<file path="config.mk">
export PLATFORM = sky130hd
export DESIGN_NAME = mem_port_arbiter
export DESIGN_NICKNAME = d
export VERILOG_FILES = /design/src/rtl/mem_port_arbiter.sv
export SDC_FILE = /design/constraint.sdc
export NUM_CORES = 1
export LEC_CHECK = 0
export CAP_MARGIN = 20
export CORE_AREA = 2 2 122 124
export CTS_CLUSTER_DIAMETER = 60
export DETAILED_ROUTE_END_ITERATION = 7
export DIE_AREA = 0 0 124 126
export GPL_TIMING_DRIVEN = 1
export PLACE_DENSITY = 0.86
export SLEW_MARGIN = 20
export SYNTH_ARGS = -nofsm -noshare
export SYNTH_HDL_FRONTEND = slang
export SYNTH_SLANG_ARGS = --single-unit
</file>
<file path="constraint.sdc">
create_clock -name clk -period 2.85 [get_ports clk]
set_input_delay 0.57 -clock clk [delete_from_list [all_inputs] [get_ports clk]]
set_output_delay 0.57 -clock clk [all_outputs]
set_load 0.03 [all_outputs]
</file>
<file path="src/rtl/mem_port_arbiter.sv">
// mem_port_arbiter: shares one SRAM port between instruction fetch (read-only) and the load/store unit.
// Latency: a request seen in IDLE at cycle T is acked at T+2+WAIT_STATES; one access per 3+WAIT_STATES cycles.
// Backpressure: i_stall/d_stall hold each requester until its one-cycle ack; requests are latched in IDLE only.
// Optional: define MEM_ARB_RR_EN for round-robin arbitration instead of fixed data-over-fetch priority.
module mem_port_arbiter #(
   parameter int ADDR_W      = 32,
   parameter int DATA_W      = 32,
   parameter int WAIT_STATES = 0
) (
   input  logic              clk,
   input  logic              rst_n,

   // instruction fetch side
   input  logic              i_req,
   input  logic [ADDR_W-1:0] i_addr,
   output logic              i_ack,
   output logic [DATA_W-1:0] i_rdata,
   output logic              i_stall,

   // load/store side
   input  logic              d_req,
   input  logic              d_we,
   input  logic [ADDR_W-1:0] d_addr,
   input  logic [DATA_W-1:0] d_wdata,
   output logic              d_ack,
   output logic [DATA_W-1:0] d_rdata,
   output logic              d_stall,

   // SRAM port
   output logic              sram_cs,
   output logic              sram_oe,
   output logic              sram_we,
   output logic [ADDR_W-1:0] sram_addr,
   output logic [DATA_W-1:0] sram_din,
   input  logic [DATA_W-1:0] sram_dout
);

   typedef enum logic [1:0] {
      ST_IDLE   = 2'd0,
      ST_ACCESS = 2'd1,
      ST_DONE   = 2'd2
   } state_t;

   // Wait-state counter is 4 bits wide, covering WAIT_STATES 0..15.
   localparam logic [3:0] WAIT_CNT_INIT = 4'(WAIT_STATES);

   state_t     state;
   logic       owner;       // 1 = load/store owns the current access, 0 = fetch
   logic [3:0] wait_cnt;
   logic       grant_data;  // arbitration result, meaningful only in IDLE with a request pending
   logic       sel_we;      // write strobe of the winning request

`ifdef MEM_ARB_RR_EN
   logic last_data;         // 1 = load/store won the most recent grant

   // Round-robin: with both requesting, serve the side that was not served last
   always_comb begin
      grant_data = d_req;
      if (d_req && i_req) begin
         grant_data = ~last_data;
      end
   end

   // Track the winner of every grant made in IDLE; reset favours fetch next
   always_ff @(posedge clk or negedge rst_n) begin
      if (!rst_n) begin
         last_data <= 1'b1;
      end else if (state == ST_IDLE && (i_req || d_req)) begin
         last_data <= grant_data;
      end
   end
`else
   // Fixed priority: a pending load/store belongs to an older instruction, so it wins
   always_comb grant_data = d_req;
`endif

   // Fetch is read-only, so only a data grant can produce a write
   always_comb sel_we = grant_data & d_we;

   // Stalls drop in the ack cycle so the requester can advance on the same edge
   always_comb begin
      i_stall = i_req & ~i_ack;
      d_stall = d_req & ~d_ack;
   end

   // Access sequencer: latch the winner in IDLE, drive SRAM in ACCESS, pulse ack in DONE
   always_ff @(posedge clk or negedge rst_n) begin
      if (!rst_n) begin
         state     <= ST_IDLE;
         owner     <= 1'b0;
         wait_cnt  <= 4'd0;
         i_ack     <= 1'b0;
         d_ack     <= 1'b0;
         i_rdata   <= '0;
         d_rdata   <= '0;
         sram_cs   <= 1'b0;
         sram_oe   <= 1'b0;
         sram_we   <= 1'b0;
         sram_addr <= '0;
         sram_din  <= '0;
      end else begin
         i_ack <= 1'b0;
         d_ack <= 1'b0;
         case (state)
            ST_IDLE: begin
               if (i_req || d_req) begin
                  state     <= ST_ACCESS;
                  owner     <= grant_data;
                  wait_cnt  <= WAIT_CNT_INIT;
                  sram_cs   <= 1'b1;
                  sram_we   <= sel_we;
                  sram_oe   <= ~sel_we;
                  sram_addr <= grant_data ? d_addr : i_addr;
                  sram_din  <= sel_we ? d_wdata : '0;
               end
            end

            ST_ACCESS: begin
               if (wait_cnt != 4'd0) begin
                  // SRAM outputs stay put while the wait states elapse
                  wait_cnt <= wait_cnt - 4'd1;
               end else begin
                  if (owner) begin
                     d_ack <= 1'b1;
                     // stores leave the last load word untouched
                     if (!sram_we) begin
                        d_rdata <= sram_dout;
                     end
                  end else begin
                     i_ack   <= 1'b1;
                     i_rdata <= sram_dout;
                  end
                  sram_cs   <= 1'b0;
                  sram_oe   <= 1'b0;
                  sram_we   <= 1'b0;
                  sram_addr <= '0;
                  sram_din  <= '0;
                  state     <= ST_DONE;
               end
            end

            ST_DONE: begin
               // The acked requester still shows req this cycle; ignore it so it is not regranted
               state <= ST_IDLE;
            end

            default: begin
               state <= ST_IDLE;
            end
         endcase
      end
   end

endmodule

</file>
==> impl_results.md <==
* Power density cells at ~1200 nW/um^2
* Cell Chain, Critical Path: clkdlybuf4s50_1 -> nor2b_1 -> clkdlybuf4s50_1
* CTS Buf Count at 17
* Worst vdd ir at 0.000604 V
* Worst slew margin at between 60% and 70%
* Crit-path slowest cell: clkdlybuf4s50_1
* CP Max Fanout at 4
* Clock Path Buffers at 2
* First-pass GRT wire length at 25400 microns
* M1 WL at 6150 microns
* Hold WS at around 0.10 ns
* Full die area at 15600 sq um
* Sequential share of the synthesized area at 61.0%
* CP Class: primary input to output port
* RePlAce Congestion at 0.802
* Mapped Area at 5750 sq um
* Vias in the first global route at 4802
* Critical Path RT at between 2 and 2.5 ns
* DRC viols at 0
* Cts hold-fix bufs at 0
* Post-Syn Nets at 540
* RSZ-0062 raised after global routing: false
* HP Class: primary input to async pin
* Endpoints failing setup at 0
* Final nets at 806
* Slew Limit Fails at 0
* Mapped Cells at ~400
* Nature of the critical path startpoint: primary input
* Setup Buffers After CTS at 0
* Port-buffer cells at 267
* CTS root buffer: clkbuf_16
* Via density per instance at 5.16
* Top Ports at 268
* DR WL/cell at around 19 microns
* Worst R2R End: d_rdata[11]
* Metal2 WL at 8310 microns
* Max Freq at around 370 MHz
* Slew @ Worst Pin at 0.574 ns
* Layout cells sized above 1 at ~17%
* Htree depth at 4
* Worst R2R Start: wait_cnt[0]
* Crit path DAT at roughly 2.2 ns
* Synth warn at 0
* CP max stage delay at 0.71 ns
* Final Critical Period at 2.72 ns
* Die width at approximately 120 microns
* Uppermost layer routed: met4
* Largest net degree at the start of global routing at 87
* Overflow after GRT at 0
* Cell Count Post-Placement at ~840
* Flops & latches, synth at 140
* Clock sink total at 140
* Gr usage total at 21.3%
* Die Y at 126 microns
* Clock skew at 0.00874 ns
* CP top delay family: buffers and inverters
* Max-cap check violation count at 0
* Final setup margin at 0.125 ns
* Pre-CTS WS at 0.138 ns
* ANT cells at 0
* Initial antenna violation count at 0
* Row cnt at 44
* Mapped Avg Cell Area at 14.2 sq um
* First DRT Iteration DRCs at 202
* Final cell count without fillers at 868
* TritonRoute pass-1 iters at 4
* Critical path launch point: i_req
* Clock-pin slew on the worst setup and hold paths at 0.05 ns
* Clock latency on the worst-skew pair at 0.41 ns
* Cts repair resizes at 0
* Outcome: completed
* Core Region at 14300 sq um
* R2R Setup Slk at 0.47 ns
* R2r worst-path depth at 6
* Starting Density at about two fifths
* Crit end category: output port
* Met3 wire length at 1520 microns
* Total number of vias at 4480
* Fillcell total at 1088
* Total negative setup slack at 0 ns
* Fin crit share at 95.6%
* TritonCTS clock tree: built
* Leakage at 0.00403 uW
* ANT nets after route at 0
* Worst path bufs/invs at 2
* Most used cell, CP: clkdlybuf4s50_1
* Post-detail-place hpwl at 11900 microns
* Area Growth Syn to Fin at 60.4%
* Final Hold Vio Count at 0
* Routed Wire Length at 16300 microns
* Unique masters post-synth at 32
## kinds of logic (layout without fill, tap and decap cells)
family | after synthesis | after routing | synth area share (%)
buffers and inverters | 35 | 314 | 2.90
and+or+nand+nor | 22 | 22 | 2.57
adders and majority gates | 2 | 2 | 0.435
muxes | 99 | 99 | 20.6
DFF | 140 | 140 | 61.0
AOI/OAI and AO/OA | 107 | 107 | 12.5
## synth_stat cells, drive strengths merged
master   instances  share of area [%]
dfrtp          140                 61
mux2            65                 15
o21ai           36                3.1
mux2i           34                5.9
a22o            33                5.0
o22ai           32                3.5
clkbuf          18                1.2
buf             14                1.5
nor2             5               0.33
inv              3               0.20
nand2            3               0.20
nor2b            3               0.33
ha               2               0.44
nand2b           2               0.22
or2              2               0.22
a21o             1               0.13
a21oi            1              0.087
a221oi           1               0.15
a2bb2oi          1               0.15
a41o             1               0.17
and2             1               0.11
and3             1               0.11
nand4            1               0.11
nand4bb          1               0.48
nor3             1               0.17
nor3b            1               0.13
o221ai           1               0.15
or4b             1               0.17
## metrics by stage
step	total power (uW)	area [sq um]	util, %
3_3_place_gp	8980	8610	60.1
2_1_floorplan	6700	5750	-
6_report	11400	9220	64.4
5_1_grt	11900	9220	64.4
4_1_cts	11500	9220	64.4
3_5_place_dp	9160	8610	60.1
## sequential cells by signal, indices dropped and copies added (netlist names)
| name | cells |
|---|---|
| d_ack | 1 |
| d_rdata | 32 |
| i_ack | 1 |
| i_rdata | 32 |
| owner | 1 |
| sram_addr | 32 |
| sram_cs | 1 |
| sram_din | 32 |
| sram_oe | 1 |
| sram_we | 1 |
| state | 2 |
| wait_cnt | 4 |
## cells in the final DEF (no fill, tap or decap), types with 2 or more instances in the layout
master / Yosys / layout
mux2i_1: 34 / 34
inv_1: 3 / 3
ha_1: 2 / 2
buf_4: 1 / 11
nor2_1: 5 / 3
o22ai_1: 32 / 32
bufinv_16: 0 / 3
or2_2: 2 / 2
nand2_1: 3 / 3
mux2_2: 35 / 35
inv_6: 0 / 3
a22o_1: 33 / 33
clkinv_4: 0 / 3
clkinv_2: 0 / 3
nor2b_1: 3 / 3
nand2b_1: 2 / 2
mux2_4: 30 / 30
clkbuf_16: 0 / 17
dfrtp_1: 140 / 140
o21ai_0: 36 / 36
nor2_2: 0 / 2
clkdlybuf4s50_1: 0 / 265
## metal layers
layer  track usage, %  vias up
met1             24.3     2196
met5                0        -
met3             6.93       27
met2             36.8      221
li1                 -     2036
met4             8.26        0
## where the power goes
part / internal (uW) / switching, uW / total, uW
Sequential: 2860 / 503 / 3360
Clock: 1410 / 843 / 2250
Combinational: 2610 / 3130 / 5750
Total: 6880 / 4480 / 11400
## area by class of cell
cell class / instances / area [sq um] / share of cell area [%]
Timing Repair Buffer: 279 / 2770 / 30.1
Sequential cell: 140 / 3500 / 38.0
Clock inverter: 13 / 165 / 1.79
Clock buffer: 19 / 443 / 4.81
Tap cell: 184 / 230 / 2.50
Inverter: 3 / 11.3 / 0.122
Multi-Input combinational cell: 230 / 2090 / 22.7
## worst max-delay path by stage
| stage | depth (start not counted) | slack, ns | end |
|---|---|---|---|
| final | 3 | 0.13 | i_stall |
| after detailed placement | 3 | 0.14 | i_stall |
| after global placement | 3 | 0.09 | i_stall |
| after global routing | 3 | 0.08 | i_stall |
| after floorplan | 3 | 0.57 | d_stall |
| after CTS | 3 | 0.12 | i_stall |
Power figures use the tool's default switching activity.
